===== config.mk =====
export PLATFORM = sky130hd
export DESIGN_NAME = fetch_unit
export DESIGN_NICKNAME = d
export VERILOG_FILES = /design/src/rtl/fetch_pkg.sv /design/src/rtl/fetch_buffer.sv /design/src/rtl/fetch_unit.sv
export SDC_FILE = /design/constraint.sdc
export NUM_CORES = 1
export LEC_CHECK = 0
export CAP_MARGIN = 20
export CORE_ASPECT_RATIO = 0.75
export CORE_UTILIZATION = 25
export CTS_CLUSTER_DIAMETER = 100
export DETAILED_ROUTE_END_ITERATION = 12
export GPL_TIMING_DRIVEN = 1
export HOLD_SLACK_MARGIN = 0.1
export PLACE_DENSITY = 0.53
export SETUP_SLACK_MARGIN = 0.02
export SYNTH_ARGS = -nofsm -noshare
export SYNTH_HDL_FRONTEND = slang
export SYNTH_HIERARCHICAL = 1
export SYNTH_SLANG_ARGS = --single-unit

===== constraint.sdc =====
create_clock -name clock_i -period 6.1 [get_ports clock_i]
set_input_delay 0.61 -clock clock_i [delete_from_list [all_inputs] [get_ports clock_i]]
set_output_delay 0.61 -clock clock_i [all_outputs]
set_load 0.01 [all_outputs]

===== src/rtl/fetch_pkg.sv =====
`default_nettype none
// ============================================================================
//  Module      : fetch_pkg
//  Description : Shared types for the instruction fetch unit: address and
//                instruction words, the delivered fetch packet and FSM states.
//  Revision    : 1.0 - initial release
// ============================================================================
`ifndef N
`define N 2
`endif

package fetch_pkg;

  localparam int ADDR_W     = 32;
  localparam int INST_W     = 32;
  localparam int INST_BYTES = 4;

  typedef logic [ADDR_W-1:0] addr_t;
  typedef logic [INST_W-1:0] inst_t;

  typedef struct packed {
    inst_t inst;
    addr_t pc;
  } fetch_packet_t;

  typedef enum logic [1:0] {
    S_REQ   = 2'd0,
    S_WAIT  = 2'd1,
    S_DRAIN = 2'd2
  } fetch_state_e;

endpackage
`default_nettype wire


===== src/rtl/fetch_buffer.sv =====
`default_nettype none
// ============================================================================
//  Module      : fetch_buffer
//  Description : Circular FIFO of fetch packets accepting up to WIDTH entries
//                and delivering up to WIDTH oldest entries per cycle.
//  Revision    : 1.0 - initial release
// ============================================================================
module fetch_buffer
  import fetch_pkg::*;
#(
  parameter  int WIDTH = `N,
  parameter  int DEPTH = 8,
  localparam int CW    = $clog2(WIDTH + 1),
  localparam int PW    = $clog2(DEPTH),
  localparam int NW    = $clog2(DEPTH + 1)
) (
  input  logic                      clk_i,
  input  logic                      rst_i,
  input  logic                      flush_i,
  input  logic [CW-1:0]             enq_cnt_i,
  input  fetch_packet_t [WIDTH-1:0] enq_data_i,
  input  logic [CW-1:0]             spots_i,
  output fetch_packet_t [WIDTH-1:0] deq_data_o,
  output logic [CW-1:0]             deq_cnt_o,
  output logic [NW-1:0]             count_o
);

  fetch_packet_t mem_q [DEPTH];
  logic [PW-1:0] rd_ptr_q;
  logic [PW-1:0] wr_ptr_q;
  logic [NW-1:0] count_q;

  // Delivery width is the smallest of occupancy, downstream room and WIDTH;
  // a flush cycle delivers nothing.
  always_comb begin : deq_calc
    int n;
    n = int'(spots_i);
    if (n > WIDTH) n = WIDTH;
    if (n > int'(count_q)) n = int'(count_q);
    if (flush_i) n = 0;
    deq_cnt_o = CW'(n);
    for (int i = 0; i < WIDTH; i++) begin
      deq_data_o[i] = (i < n) ? mem_q[rd_ptr_q + PW'(i)] : '0;
    end
  end

  // Storage writes; pointer arithmetic wraps naturally since DEPTH is 2^PW.
  always_ff @(posedge clk_i) begin
    for (int i = 0; i < WIDTH; i++) begin
      if (i < int'(enq_cnt_i)) mem_q[wr_ptr_q + PW'(i)] <= enq_data_i[i];
    end
  end

  // Pointer and occupancy update by the net change of enqueue and dequeue.
  always_ff @(posedge clk_i or posedge rst_i) begin
    if (rst_i) begin
      rd_ptr_q <= '0;
      wr_ptr_q <= '0;
      count_q  <= '0;
    end else if (flush_i) begin
      rd_ptr_q <= '0;
      wr_ptr_q <= '0;
      count_q  <= '0;
    end else begin
      rd_ptr_q <= rd_ptr_q + PW'(deq_cnt_o);
      wr_ptr_q <= wr_ptr_q + PW'(enq_cnt_i);
      count_q  <= NW'(int'(count_q) + int'(enq_cnt_i) - int'(deq_cnt_o));
    end
  end

  assign count_o = count_q;

endmodule
`default_nettype wire


===== src/rtl/fetch_unit.sv =====
`default_nettype none
// ============================================================================
//  Module      : fetch_unit
//  Description : Instruction fetch: issues one memory request at a time,
//                trims responses at the first predicted-taken slot, follows
//                predictions and mispredict redirects, and buffers packets.
//  Revision    : 1.0 - initial release
// ============================================================================
module fetch_unit
  import fetch_pkg::*;
#(
  parameter  int    FETCH_WIDTH = `N,
  parameter  int    BUF_DEPTH   = 8,
  parameter  addr_t RESET_PC    = '0,
  localparam int    CNT_W       = $clog2(FETCH_WIDTH + 1)
) (
  input  logic                            clock_i,
  input  logic                            reset_i,
  output logic                            imem_req_o,
  output addr_t                           imem_addr_o,
  input  logic                            imem_gnt_i,
  input  logic                            imem_rvalid_i,
  input  inst_t         [FETCH_WIDTH-1:0] imem_rdata_i,
  input  logic          [FETCH_WIDTH-1:0] pred_taken_i,
  input  addr_t                           pred_target_i,
  input  logic                            mispredict_i,
  input  addr_t                           recovery_pc_i,
  input  logic          [CNT_W-1:0]       inst_buffer_spots_i,
  output fetch_packet_t [FETCH_WIDTH-1:0] inst_buffer_inputs_o,
  output logic          [CNT_W-1:0]       instructions_valid_o
);

  localparam int OCC_W = $clog2(BUF_DEPTH + 1);

  fetch_state_e                    state_q, state_d;
  addr_t                           pc_q, pc_d;
  logic          [CNT_W-1:0]       keep_cnt;
  logic                            taken_any;
  logic          [CNT_W-1:0]       enq_cnt;
  fetch_packet_t [FETCH_WIDTH-1:0] enq_data;
  logic          [OCC_W-1:0]       occ;

  // Slots up to and including the lowest predicted-taken one survive.
  always_comb begin : keep_calc
    int n;
    n         = FETCH_WIDTH;
    taken_any = 1'b0;
    for (int i = FETCH_WIDTH - 1; i >= 0; i--) begin
      if (pred_taken_i[i]) begin
        n         = i + 1;
        taken_any = 1'b1;
      end
    end
    keep_cnt = CNT_W'(n);
  end

  // Each packet carries its instruction and the PC of its slot.
  always_comb begin
    for (int i = 0; i < FETCH_WIDTH; i++) begin
      enq_data[i].inst = imem_rdata_i[i];
      enq_data[i].pc   = pc_q + addr_t'(INST_BYTES * i);
    end
  end

  // Only issue when a full-width response is guaranteed to fit.
  assign imem_req_o  = (state_q == S_REQ) && (int'(occ) <= BUF_DEPTH - FETCH_WIDTH)
                       && !mispredict_i && !reset_i;
  assign imem_addr_o = pc_q;

  // Next state, next PC and enqueue count; mispredict overrides everything.
  always_comb begin
    state_d = state_q;
    pc_d    = pc_q;
    enq_cnt = '0;
    if (mispredict_i) begin
      pc_d = recovery_pc_i;
      if (state_q == S_WAIT) state_d = imem_rvalid_i ? S_REQ : S_DRAIN;
    end else begin
      case (state_q)
        S_REQ: begin
          if (imem_req_o && imem_gnt_i) state_d = S_WAIT;
        end
        S_WAIT: begin
          if (imem_rvalid_i) begin
            enq_cnt = keep_cnt;
            pc_d    = taken_any ? pred_target_i
                                : pc_q + addr_t'(INST_BYTES * FETCH_WIDTH);
            state_d = S_REQ;
          end
        end
        S_DRAIN: begin
          if (imem_rvalid_i) state_d = S_REQ;
        end
        default: state_d = S_REQ;
      endcase
    end
  end

  // State and PC registers.
  always_ff @(posedge clock_i or posedge reset_i) begin
    if (reset_i) begin
      state_q <= S_REQ;
      pc_q    <= RESET_PC;
    end else begin
      state_q <= state_d;
      pc_q    <= pc_d;
    end
  end

  fetch_buffer #(
    .WIDTH (FETCH_WIDTH),
    .DEPTH (BUF_DEPTH)
  ) u_buf (
    .clk_i      (clock_i),
    .rst_i      (reset_i),
    .flush_i    (mispredict_i),
    .enq_cnt_i  (enq_cnt),
    .enq_data_i (enq_data),
    .spots_i    (inst_buffer_spots_i),
    .deq_data_o (inst_buffer_inputs_o),
    .deq_cnt_o  (instructions_valid_o),
    .count_o    (occ)
  );

endmodule
`default_nettype wire


==> flow_summary.toml <==
[final_layout]
drive_gt1_share_pct = 31.8
nNetsFinal = 2653
final_cell_area_mm2 = 0.0408
stdcell_count = 4324
syn2layout_area_growth_pct = 21.1

[logic_synthesis]
netlist_area_mm2 = 0.0337
synth_top_cell_by_area = "edfxtp_1"
synth_flop_cell = "edfxtp_1"
synth_top_area_share_pct = 45.6
ys_async_sr_fraction_pct = 7.91
synth_common_cells = "512 x edfxtp_1, 348 x mux2_2, 256 x mux4_2"
synth_mux_area_share_pct = 36.4
synth_warnings = 6
syn_inst = 2281
synthSimpleGateAreaFrac_pct = 5.43
yosys.cell_count.top_type = "edfxtp_1"
synth_top_family_by_area = "multiplexers"
ys_seq_area_share_pct = 48.9
avgSynthCellArea_um2 = 14.8
syn-num-nets = 2437
ys_ff_latch = 556
synth-edff-count = 512
synth_area_leaders = "edfxtp_1 46%, mux4_2 17%, mux2_2 12%, mux2_1 5.5%, dfrtp_1 3.3%"
synth_xor_area_share_pct = 1.06
synth_cell_types = 72
synthAdderAreaFrac_pct = 0.795
synth-compound-area-share_pct = 3.55

[critical_path]
worstPathCellList = "clkdlybuf4s50_1, nand2b_1, ha_1, a21boi_0, o21a_1, o211ai_4, buf_4, a21oi_1, clkdlybuf4s50_1"
timing.rr.end = "u_buf/mem_q[7][43]$_DFFE_PP_"
cp_num_cells = 9
path_delay_family = "buffers and inverters"
worstRegToRegCells = 10
startpoint = "inst_buffer_spots_i[1]"
cpMaxStageDelayCell = "clkdlybuf4s50_1"
r2r_start = "state_q[0]$_DFFE_PP0P_"
end_kind = "primary output"
max_stage_delay_ns = 0.65
cp-start-kind = "input port"
cp_num_buf_inv = 3
cp_common_cell = "clkdlybuf4s50_1"
r2r_setup_slack_ns = 2.29
critPathCapture = "inst_buffer_inputs_o[79]"
cp.arrival_ns = 3.98
worstSetupPathType = "in2out"
worstPathMaxFanout = 29
worstPathRequired_ns = 5.49

[global_route]
grt_usage_pct = 16.9
grt_max_degree = 101
antenna_found_initial = 4
overflow = 0
grt_pass1_wl_um = 166000
grt_pass1_vias = 21923

[floorplan]
start_util_pct = 25.2
die_x_um = 426
die_height_um = 320
rows = 116
io_pins = 300
die-area_mm2 = 0.136
coreArea_mm2 = 0.134

[sta]
tightest_slew_ns = 1.15
final.setup_skew_ns = 0.0213
whs_ns = 0.371
max_freq_ghz = 0.218
maxSlewViolCount = 0
setup_ws_ns = 1.51
fin_crit_sh_pct = 75.2
rsz0062_at_grt = "false"
hold_violations = 0
period_needed_ns = 4.59
relSlewSlack_pct = 23.3
finalSetupViolations = 0

[power_and_ir_drop]
ir_drop_mv = 0.252
p_leak_nw = 12.8
power.density_mw_per_mm2 = 319

[placement]
placed_cell_area_mm2 = 0.0386
preCtsSetupSlack_ns = 1.43
numPortBuffers = 299
gp_congestion = 0.739
hpwlAfterDp_um = 71100
dp.cells = 4195

[worst_hold_path]
holdCritPathClass = "in2reg"
min-delay-start = "mispredict_i"

[outcome]
status = "finished clean"

[cts]
h-tree-depth = 3
numCtsBuffers = 68
clkTransAtPathRegs_ns = 0.06
cts.sinks = 556
post_cts_buffers = 0
cts_tree = "done"
insertion_delay_ns = 0.65
clockBufferDepth = 3
cts_resized = 0
ctsHoldBuffers = 0
cts_root_buffer = "clkbuf_16"

[drt]
drt_wl_total_um = 118000
drt_iter0_drc = 1909
final_antenna_net_count = 0
drt_first_pass_iters = 5
drc = 0
vias = 21874
wl_per_cell_um = 27.2
viasPerCell = 5.06

[run]
cap_violations = 0
==> sequential cells by signal, summed over array words and instances (netlist names) <==
name            cells
u_buf/count_o       4
u_buf/rd_ptr_q      3
imem_addr_o        32
u_buf/mem_q       512
u_buf/wr_ptr_q      3
state_q             2
==> power by group <==
| part | switching, mW | internal, mW |
|---|---|---|
| sequential | 0.264 | 4.37 |
| combinational | 2.18 | 2.12 |
| clock | 1.74 | 2.35 |
| total | 4.19 | 8.84 |
==> worst reg2reg max path, cell delays in order, from the launching register on <==
cell and delay, ns:
dfrtp_1 0.43, ha_1 0.31, nand3b_1 0.30, nor2_1 0.10, buf_4 0.20, inv_1 0.20
nor2_1 0.15, nand3_4 0.12, buf_4 0.56, buf_4 0.74, mux2_2 0.45
==> per-stage QoR <==
stage,util (%),total power [mW],TNS [ns]
4_1_cts,30.5,13.2,0
5_1_grt,30.6,13.6,0
3_3_place_gp,28.9,9.07,0
6_report,30.6,13.0,0
3_5_place_dp,28.9,9.08,0
2_1_floorplan,-,7.34,-180.58
==> cells by family (layout without fill, tap and decap cells) <==
family          Yosys count  in the layout
buf+inv                 245            516
xor+xnor                 39             39
flops                   556            556
other cells               0              2
fa+ha+maj                19             19
mux                     840            840
simple gates            396            396
compound gates          186            186
==> how the worst min path moves through the flow <==
| stage | endpoint | slack (ns) | cells after the start |
|---|---|---|---|
| after floorplan | u_buf/count_o[0]$_DFF_PP0_ | 0.45 | 1 |
| after global placement | state_q[1]$_DFFE_PP0P_ | 0.48 | 1 |
| after detailed placement | state_q[1]$_DFFE_PP0P_ | 0.49 | 1 |
| after CTS | imem_addr_o[13]$_DFFE_PP0P_ | 0.34 | 2 |
| after global routing | imem_addr_o[13]$_DFFE_PP0P_ | 0.36 | 2 |
| final | imem_addr_o[13]$_DFFE_PP0P_ | 0.37 | 2 |
==> cells in the final DEF, fill, tap and decap left out, types with 8 or more instances in the layout <==
cell type / n
a21oi_1: 77
and3_1: 15
buf_12: 18
buf_4: 47
clkbuf_1: 15
clkbuf_16: 69
clkdlybuf4s50_1: 298
clkinv_2: 16
dfrtp_1: 41
edfxtp_1: 512
ha_1: 14
inv_1: 25
mux2_1: 166
mux2_2: 348
mux2i_1: 70
mux4_2: 256
nand2_1: 170
nand3_1: 22
nand4_1: 25
nor2_1: 92
nor3_1: 14
nor4_1: 8
o211ai_1: 9
o21ai_0: 25
o22ai_1: 10
xnor2_1: 26
xor2_1: 9
==> per-layer routing <==
metal	GRT usage, %	routed length [um]
met2	27.6	56300
met1	23.4	52500
met4	3.70	2300
met5	0	15
met3	2.94	6540
==> cell type report <==
type                            instances  area, um2
Antenna cell                            2       5.00
Clock buffer                           86       1810
Clock inverter                         39        400
Fill cell                           13402      92700
Inverter                               25       93.8
Multi-Input combinational cell       1480      16100
Sequential cell                       556      16500
Tap cell                             1770       2210
Timing Repair Buffer                  366       3730
No activity file was read; power rests on OpenSTA's default activity.
==> edit 1: new RTL, same flow settings <==
The 3 states of `fetch_state_e` get a one-hot encoding in 3 bits.
--- a/src/rtl/fetch_pkg.sv
+++ b/src/rtl/fetch_pkg.sv
@@ -25,6 +25,6 @@
 
-  typedef enum logic [1:0] {
-    S_REQ   = 2'd0,
-    S_WAIT  = 2'd1,
-    S_DRAIN = 2'd2
+  typedef enum logic [2:0] {
+    S_REQ   = 3'b001,
+    S_WAIT  = 3'b010,
+    S_DRAIN = 3'b100
   } fetch_state_e;
Check against the original RTL: no difference found for any inputs over 4 cycles, from zero or initial values and one cycle with reset_i high; so few cycles prove little.
==> edit 1 against the unedited design <==
- core utilization about the same
- critical endpoint is now inst_buffer_inputs_o[81]
- fmax shrank 5.4%
- largest cell class unchanged
- wire length up 1.6%
- sequential cell count grew 1
- highest routed layer unchanged
- cell area barely moved
- hold slack gained 17 ps
- synthesized area is 0.21% lower
- critical path depth increased by 1
- worst setup slack got worse by 260 ps
- sequential power is 4.5% lower
- synthesized cell count up 0.66%
- non-clock buffer count is 6 lower
- power decreased by 6.8%
==> edit 1: results (changes against the unedited design) <==
Final layout
  • N_diodes: 0 (-2)
  • Clock buffers: 92 (+7.0%)
  • Layout clock area frac: 5.659% (+0.24 points)
  • Signal buffers: 360 (-1.6%)
  • Multi-input gates: 1503 (+1.6%)
  • Fraction of area in registers: 40.48% (+0.090 points)
  • Share of layout cells above drive strength 1: 31.26% (-0.52 points)
  • Filler Cell Count: 13.27k (-0.97%)
  • Multi-input logic area: 16050 µm² (-0.14%)

Logic synthesis
  • Most instantiated cells after synthesis: 512 x edfxtp_1, 346 x mux2_2, 256 x mux4_2
  • Mux contribution to synthesized area: 36.49% (+0.13 points)
  • Seq/Total Area, Yosys: 49.08% (+0.18 points)
  • Synth cell types: 63 (-13%)
  • Post-synth top area share: 45.72% (+0.095 points)
  • Synth area leaders: edfxtp_1 46%, mux4_2 17%, mux2_2 12%
  • Syn nets: 2450 (+0.53%)

GRT
  • GR Util met3: 2.886% (-0.057 points)
  • Met2 Usage GRT: 28.18% (+0.56 points)
  • All-Layer GR Usage: 17.38% (+0.45 points)

Worst setup path
  • Reg2Reg Depth: 9 (-1)
  • CP endpoint: inst_buffer_inputs_o[81]

Placement
  • DPL Wire Length: 71110 µm (about the same)
  • Post-Place Cell Area: 38490 µm² (-0.22%)
  • Cell count after placement: 4209 (+0.33%)
  • RD Place Congestion: 0.7569 (+2.4%)
  • Setup slack after placement: 1115 ps (-314.8 ps)

Drt
  • Met1 WL: 53450 µm (+1.8%)
  • Wire length on met2: 56850 µm (+1.0%)
  • Met3 WL: 6592 µm (+0.80%)

Timing
  • Slew HR: 25.18% (+1.8 points)
  • Crit path time final: 4848 ps (+262.2 ps)

Floorplan
  • Core Footprint: 133400 µm² (-0.11%)

Power and ir drop
  • Internal power: 8.443 mW (-4.4%)

Outcome
  • Outcome: completed
edit 1: cell types whose count changed after synthesis, sizes merged, moves of 7 or more:
cell	change
nor3	+8
xor2	+9
nand2	+11
buf	+10
clkbuf	-13
a21oi	+15
nor2	+27
nor4	-7
edit 1: worst min path at each step:
stage               startpoint                to  slack (ps)  cells past startpoint
2_1_floorplan          reset_i  u_buf/count_o[0]         450                      1
3_3_place_gp   imem_addr_o[22]   imem_addr_o[22]         610                      2
3_5_place_dp   imem_addr_o[22]   imem_addr_o[22]         610                      2
4_1_cts                reset_i    imem_addr_o[7]         350                      2
5_1_grt                reset_i    imem_addr_o[7]         390                      2
6_report               reset_i    imem_addr_o[7]         390                      2
edit 1: critical path, stage by stage:
cell	delay (ps)
clkdlybuf4s50_1	580
nand2b_1	250
ha_1	280
a21boi_0	310
o21a_1	380
o211ai_4	260
buf_4	250
buf_4	240
a21oi_1	420
clkdlybuf4s50_1	630
==> edit 2: new RTL, config.mk and constraints unchanged <==
Without the edit above. Set the package constant `INST_W` to 48 (it was 32).
--- a/src/rtl/fetch_pkg.sv
+++ b/src/rtl/fetch_pkg.sv
@@ -14,3 +14,3 @@
   localparam int ADDR_W     = 32;
-  localparam int INST_W     = 32;
+  localparam int INST_W     = 48;
   localparam int INST_BYTES = 4;
Interface: changed (resized imem_rdata_i and inst_buffer_inputs_o); port bits go from 300 to 364. No check against the original RTL was run, so the function may have changed too.
==> edit 2 against the unedited design <==
- clock skew rose by 13 ps
- global-route usage rose by 0.28 points
- wire length rose by 23%
- synthesized area rose by 22%
- critical endpoint is now inst_buffer_inputs_o[69]
- sequential cell count rose by 128
- cell area rose by 21%
- power rose by 21%
- combinational power rose by 21%
- worst setup slack got worse by 370 ps
==> edit 2: results (changes against the unedited design) <==
Worst hold path
  • Min-Delay Path Depth: 4 (+2)

Placement
  • RD Place Congestion: 0.7677 (+3.9%)
  • Cell count after placement: 5043 (+20%)
  • Post-Place Cell Area: 46970 µm² (+22%)
  • Port bufs: 363 (+21%)

Outcome
  • Outcome: completed

Worst setup path
  • Reg2Reg Depth: 9 (-1)
  • CP endpoint: inst_buffer_inputs_o[69]

Final layout
  • Clock buffers: 117 (+36%)
  • Multi-input logic area: 19400 µm² (+21%)
  • Data buffer area share: 9.003% (-0.14 points)
  • Layout clock area frac: 5.258% (-0.16 points)
  • Multi-input gates: 1752 (+18%)
  • FF/Latch Area: 20330 µm² (+23%)

Power and ir drop
  • Comb pwr share: 33.0% (about the same)
  • PwrDens: 317.9 nW/µm² (-0.33%)
  • Leakage Power: 15.42 nW (+21%)

Logic synthesis
  • Cell count after synthesis: 2715 (+19%)
  • Most instantiated cells after synthesis: 640 x edfxtp_1, 597 x mux2_2, 320 x mux4_2
  • Ys async rst share: 6.433% (-1.5 points)
  • Post-synth EDFFs: 640 (+25%)

GRT
  • First-pass GRT wire length: 205500 µm (+24%)
  • GR Util met3: 3.455% (+0.51 points)

Drt
  • Routed WL: 145100 µm (+23%)
  • Via count: 26.71k (+22%)
  • Wire length on met2: 66440 µm (+18%)
edit 2: changes by cell type in the layout (fill, tap and decap cells not counted), moves of 18 or more:
cell             change
mux4_2              +64
clkbuf_16           +18
mux2_1             -121
nand2_1             +32
mux2_2             +249
clkdlybuf4s50_1     +64
edfxtp_1           +128
edit 2: cells by family after synthesis:
family | Yosys count | share of synthesized area, %
adder cells (fa/ha/maj) | 19 | 0.6531
buffers and inverters | 279 | 3.546
multiplexers | 1048 | 37.31
XOR/XNOR | 39 | 0.8698
flip-flops | 684 | 49.56
AND/OR/NAND/NOR | 444 | 4.996
AO/OA/AOI/OAI | 202 | 3.058
edit 2: critical path, delay by kind of cell (launching register included):
| kind | cells | cell delay [ps] |
|---|---|---|
| and+or+nand+nor | 1 | 70 |
| buffers and inverters | 3 | 1670 |
| muxes | 2 | 920 |
| DFF | 1 | 890 |
